==> src/rtl/bit_serializer_311.sv <==
// Parallel-to-serial feeder for the "1011" sequence detector: a small word FIFO
// feeding an MSB-first shifter, with a constant idle bit driven between words.
`timescale 1ns/1ps
module bit_serializer_311 #(
  parameter int   WIDTH    = 8,
  parameter int   DEPTH    = 4,
  parameter logic IDLE_BIT = 1'b0
) (
  input  logic                     clk_311,
  input  logic                     rst_311,
  input  logic [WIDTH-1:0]         wr_data_311,
  input  logic                     wr_valid_311,
  output logic                     wr_ready_311,
  input  logic                     flush_311,
  output logic                     ser_out_311,
  output logic                     ser_active_311,
  output logic                     last_bit_311,
  output logic [$clog2(DEPTH):0]   occupancy_311,
  output logic [15:0]              words_sent_311
);

  // state   | meaning
  // S_IDLE  | shifter empty, ser_out_311 = IDLE_BIT
  // S_SHIFT | shifter holds a word, MSB of sr_q on ser_out_311
  typedef enum logic {S_IDLE, S_SHIFT} state_t;

  localparam int AW = $clog2(DEPTH);
  localparam int CW = $clog2(WIDTH);
  localparam logic [CW-1:0] CNT_LAST = CW'(WIDTH - 1);
  localparam logic [AW:0]   OCC_FULL = (AW + 1)'(DEPTH);

  state_t            state_q, state_d;
  logic [WIDTH-1:0]  mem_q [DEPTH];
  logic [AW-1:0]     wr_ptr_q, rd_ptr_q;
  logic [AW:0]       occ_q;
  logic [WIDTH-1:0]  sr_q;
  logic [CW-1:0]     cnt_q;
  logic [15:0]       words_sent_q;
  logic              fifo_empty, cnt_last, word_done, push, pop;

  assign fifo_empty   = (occ_q == '0);
  assign cnt_last     = (cnt_q == CNT_LAST);
  assign wr_ready_311 = (occ_q != OCC_FULL);
  assign word_done    = (state_q == S_SHIFT) && cnt_last;
  assign push         = wr_valid_311 && wr_ready_311 && !flush_311;
  // Pop only sees words pushed at earlier edges: no FIFO bypass.
  assign pop          = !flush_311 && !fifo_empty && ((state_q == S_IDLE) || word_done);

  always_ff @(posedge clk_311 or posedge rst_311) begin
    if (rst_311) state_q <= S_IDLE;
    else         state_q <= state_d;
  end

  always_comb begin
    state_d = state_q;
    if (flush_311) begin
      state_d = S_IDLE;
    end else begin
      case (state_q)
        S_IDLE:  if (!fifo_empty) state_d = S_SHIFT;
        S_SHIFT: if (cnt_last && fifo_empty) state_d = S_IDLE;
        default: state_d = S_IDLE;
      endcase
    end
  end

  always_comb begin
    ser_active_311 = (state_q == S_SHIFT);
    ser_out_311    = ser_active_311 ? sr_q[WIDTH-1] : IDLE_BIT;
    last_bit_311   = ser_active_311 && cnt_last;
  end

  always_ff @(posedge clk_311) begin
    if (push) mem_q[wr_ptr_q] <= wr_data_311;
  end

  always_ff @(posedge clk_311 or posedge rst_311) begin
    if (rst_311) begin
      wr_ptr_q <= '0;
      rd_ptr_q <= '0;
      occ_q    <= '0;
    end else if (flush_311) begin
      wr_ptr_q <= '0;
      rd_ptr_q <= '0;
      occ_q    <= '0;
    end else begin
      if (push) wr_ptr_q <= wr_ptr_q + 1'b1;
      if (pop)  rd_ptr_q <= rd_ptr_q + 1'b1;
      case ({push, pop})
        2'b10:   occ_q <= occ_q + 1'b1;
        2'b01:   occ_q <= occ_q - 1'b1;
        default: occ_q <= occ_q;
      endcase
    end
  end

  always_ff @(posedge clk_311 or posedge rst_311) begin
    if (rst_311) begin
      sr_q  <= '0;
      cnt_q <= '0;
    end else if (flush_311) begin
      sr_q  <= '0;
      cnt_q <= '0;
    end else if (pop) begin
      sr_q  <= mem_q[rd_ptr_q];
      cnt_q <= '0;
    end else if (state_q == S_SHIFT) begin
      sr_q  <= sr_q << 1;
      cnt_q <= cnt_last ? '0 : cnt_q + 1'b1;
    end
  end

  // A flush on the last bit abandons the word, so it is not counted.
  always_ff @(posedge clk_311 or posedge rst_311) begin
    if (rst_311)                     words_sent_q <= '0;
    else if (word_done && !flush_311) words_sent_q <= words_sent_q + 16'd1;
  end

  assign occupancy_311  = occ_q;
  assign words_sent_311 = words_sent_q;

endmodule

==> config.mk <==
export PLATFORM = sky130hd
export DESIGN_NAME = bit_serializer_311
export DESIGN_NICKNAME = d
export VERILOG_FILES = /design/src/rtl/bit_serializer_311.sv
export SDC_FILE = /design/constraint.sdc
export NUM_CORES = 1
export LEC_CHECK = 0
export BUFFER_PORTS_ARGS = -buffer_cell sky130_fd_sc_hd__buf_2
export CAP_MARGIN = 20
export CORE_MARGIN = 1.5
export CORE_UTILIZATION = 60
export CTS_CLUSTER_SIZE = 24
export DETAILED_ROUTE_END_ITERATION = 16
export GPL_TIMING_DRIVEN = 0
export PLACE_DENSITY = 0.85
export SLEW_MARGIN = 5
export SYNTH_ARGS = -nofsm -noshare
export SYNTH_HDL_FRONTEND = slang
export SYNTH_SLANG_ARGS = --single-unit
==> constraint.sdc <==
create_clock -name clk_311 -period 7 [get_ports clk_311]
set_clock_uncertainty 0.2 [all_clocks]
set_input_delay 0 -clock clk_311 [delete_from_list [all_inputs] [get_ports clk_311]]
set_output_delay 0 -clock clk_311 [all_outputs]
set_load 0.005 [all_outputs]
==> impl_metrics.toml <==
[sta]
worstMarginPinSlew_ns = 0.7336
period_needed_ns = 2.956
finalMaxSlewViolations = 0
hold_violations = 0
fmax_mhz = 338.3
tns_ns = 0
finalSetupViolations = 0
rsz0062_at_grt = "no"
period_share_pct = 42.23
slew_headroom_pct = 50.72

[clock_network]
cts_root_buf = "clkbuf_8"
worstSkewPairLatency_ns = 0.35
cts.clk_slew.worst_paths_ns = 0.07
cts_tree = "done"
clkSinkCount = 67
h-tree-depth = 3
cts_max_path_buffers = 2
numCtsBuffers = 9
ctsResizeCount = 0

[placed_design]
dpl.cell_count = 323
place_area_mm2 = 0.003263
place_congestion = 0.7853
port_buffers = 34
hpwl_um = 3687

[worst_setup_path]
cp_max_fo = 10
crit_chain = "ha_1 -> ha_1 -> nor2b_1 -> nor2_1 -> buf_2 -> nand2_1 -> nor2_1 -> fa_1 -> a2111oi_4 -> o21ai_0 -> nor3b_2"
cp.required_ns = 7.02
path_delay_family = "adder cells"
worst-path-buf-inv = 1
reg2reg_setup_slack_ns = 4.04
startpoint_type = "flop"
critical_path.max_stage_delay_ns = 0.44
critPathCaptureType = "flop"
worstSetupPathType = "flop to flop"
arrival_ns = 2.97
crit_path_top_delay_cell = "fa_1"

[route]
dr.first_iter.drc_count = 121
viasPerCell = 5.543
wl_met3_um = 288
drc = 0
met2WireLength_um = 2681
vias = 1940
top_layer_used = "met4"
routedWlPerCell_um = 15.73
ant_nets = 0
drt_pre_antenna_iters = 4
m1WireLength_um = 2449
routed_wl_um = 5505

[floorplanning]
die_h_um = 73.50
die_w_um = 73.50
dieArea_mm2 = 0.005402
num_rows = 25
ioPinCount = 35
coreArea_mm2 = 0.004755
initial_utilization_pct = 62.71

[synthesis]
synth.cell_area_mm2 = 0.002982
synth_edf_count = 32
async_flop_share_pct = 52.24
synthesis.instances = 221
synth.distinct_cells = 39
ys_ff_latch = 67
synth_area_per_cell_um2 = 13.49
ys.flop_type = "dfrtp_1"
ys_warn_count = 0
syn-num-nets = 241
seq_area_frac_synth_pct = 61.60

[grt]
grt_pass1_wl_um = 8825
antenna_found_initial = 0
grt_util_all_layers_pct = 23.29
first_global_vias = 1863
grt_max_degree = 20
grt-ovfl-total = 0

[final_layout]
finalNonFillerCells = 350
fillers = 306
drive_gt1_share_pct = 24.38
final_common_cell = "buf_2"
nets = 298
fin_area_mm2 = 0.003557
final_cell_mix = "buf_2 (39), dfrtp_1 (35), edfxtp_1 (32)"
area.growth.synth_to_final_pct = 19.30
antennaDiodeCount = 0

[power_and_ir_drop]
leakagePower_uw = 0.001563
swShare_pct = 33.13
power_frac_seq_pct = 43.2
p_int_uw = 769.1
ir_drop_mv = 0.2247
powerDensity_mw_per_mm2 = 323.3
comb_power_share_pct = 30.4
p_total_uw = 1150
power.switching_uw = 381.0
clkPwrFrac_pct = 26.4

[min_path]
worstHoldPathType = "input pin to asynchronous set/reset pin"

[run_status]
status = "completed"

[flow_run]
drv_cap = 0
==> logic make-up (layout without fill, tap and decap cells) <==
logic type / Yosys count / in the layout / share of synthesized area, %
simple gates: 77 / 77 / 13.93
flops: 67 / 67 / 61.60
compound gates: 25 / 25 / 6.127
xor+xnor: 19 / 19 / 5.581
buf+inv: 15 / 77 / 2.350
mux: 10 / 10 / 6.798
fa+ha+maj: 8 / 8 / 3.609
==> worst reg2reg max path: stages, from the launching register on <==
cell and delay [ns]:
dfrtp_1 0.40, ha_1 0.21, ha_1 0.25, nor2b_1 0.36, nor2_1 0.12, buf_2 0.23
nand2_1 0.07, nor2_1 0.05, fa_1 0.44, a2111oi_4 0.22, o21ai_0 0.11, nor3b_2 0.16
==> flip-flops by register name, summed over array words and instances, names as in the netlist <==
| name | cells |
|---|---|
| rd_ptr_q | 2 |
| wr_ptr_q | 2 |
| ser_active_311 | 1 |
| sr_q | 8 |
| mem_q | 32 |
| cnt_q | 3 |
| words_sent_311 | 16 |
| occupancy_311 | 3 |
==> metal layers <==
| layer | vias up | GRT usage [%] |
|---|---|---|
| met5 | - | 0 |
| met4 | 0 | 9.671 |
| met3 | 10 | 9.877 |
| met2 | 58 | 34.53 |
| met1 | 956 | 30.39 |
| li1 | 916 | - |
==> repair_timing <==
| action | in CTS | in global routing |
|---|---|---|
| hold buffers | 11 | 0 |
| endpoints found under the hold margin | 80 | 0 |
| setup buffers | 0 | 0 |
==> metrics by stage <==
stage / worst slack (ns) / hold slack (ns) / utilization [%]
5_1_grt: 3.816 / 0.1491 / 74.82
4_1_cts: 4.050 / 0.1173 / 74.82
6_report: 4.044 / 0.1108 / 74.82
3_5_place_dp: 4.064 / -0.04934 / 68.63
2_1_floorplan: 4.317 / -0.1011 / -
3_3_place_gp: 4.108 / 0.01225 / 68.05
==> cells in the mapped netlist (2+ instances only) <==
cell | number | area share (%)
inv_1 | 5 | 0.63
a21oi_1 | 12 | 2.0
ha_1 | 7 | 2.9
nor3_1 | 5 | 0.84
xor2_1 | 9 | 2.6
and2_1 | 6 | 1.3
dfrtp_1 | 35 | 29
nand3_1 | 6 | 1.0
and3_1 | 2 | 0.42
nor2_1 | 23 | 2.9
edfxtp_1 | 32 | 32
nand2_1 | 18 | 2.3
nand2b_1 | 2 | 0.42
xnor2_1 | 10 | 2.9
mux2_2 | 2 | 0.76
buf_2 | 5 | 0.84
a211oi_1 | 7 | 1.8
clkbuf_1 | 3 | 0.38
nand4_1 | 5 | 1.0
mux4_2 | 8 | 6.0
==> worst paths after layout <==
check                                                    start                             end  cells past startpoint
worst max-delay path                      cnt_q[0]$_DFFE_PP0P_    occupancy_311[2]$_DFFE_PP0P_                     11
worst min-delay path                                   rst_311         wr_ptr_q[1]$_DFFE_PP0P_                      3
worst min register to register  words_sent_311[14]$_DFFE_PP0P_  words_sent_311[14]$_DFFE_PP0P_                      1
worst max register to register            cnt_q[0]$_DFFE_PP0P_    occupancy_311[2]$_DFFE_PP0P_                     11
min in group clk_311                            wr_data_311[3]           mem_q[0][3]$_DFFE_PP_                      2
max in group asynchronous                              rst_311             sr_q[2]$_DFFE_PP0P_                      4
==> power by group through the flow <==
| stage | Sequential [uW] | Clock [uW] | Combinational [uW] |
|---|---|---|---|
| finish | 497 | 304 | 349 |
| global route | 503 | 327 | 388 |
| CTS | 497 | 306 | 349 |
| detailed placement | 505 | 0 | 339 |
| global placement | 502 | 0 | 326 |
| floorplan | 497 | 0 | 259 |
==> cell type report <==
class | count | area (um^2) | area share, %
tap | 67 | 83.83 | 2.357
timing repair buffer | 46 | 307.8 | 8.653
clock buffer | 10 | 127.6 | 3.588
sequential | 67 | 1837 | 51.64
buffer | 10 | 51.30 | 1.442
multi-input combinational | 139 | 1075 | 30.21
inverter | 5 | 18.77 | 0.5276
clock inverter | 6 | 56.30 | 1.583
No activity file was read; power rests on OpenSTA's default activity.
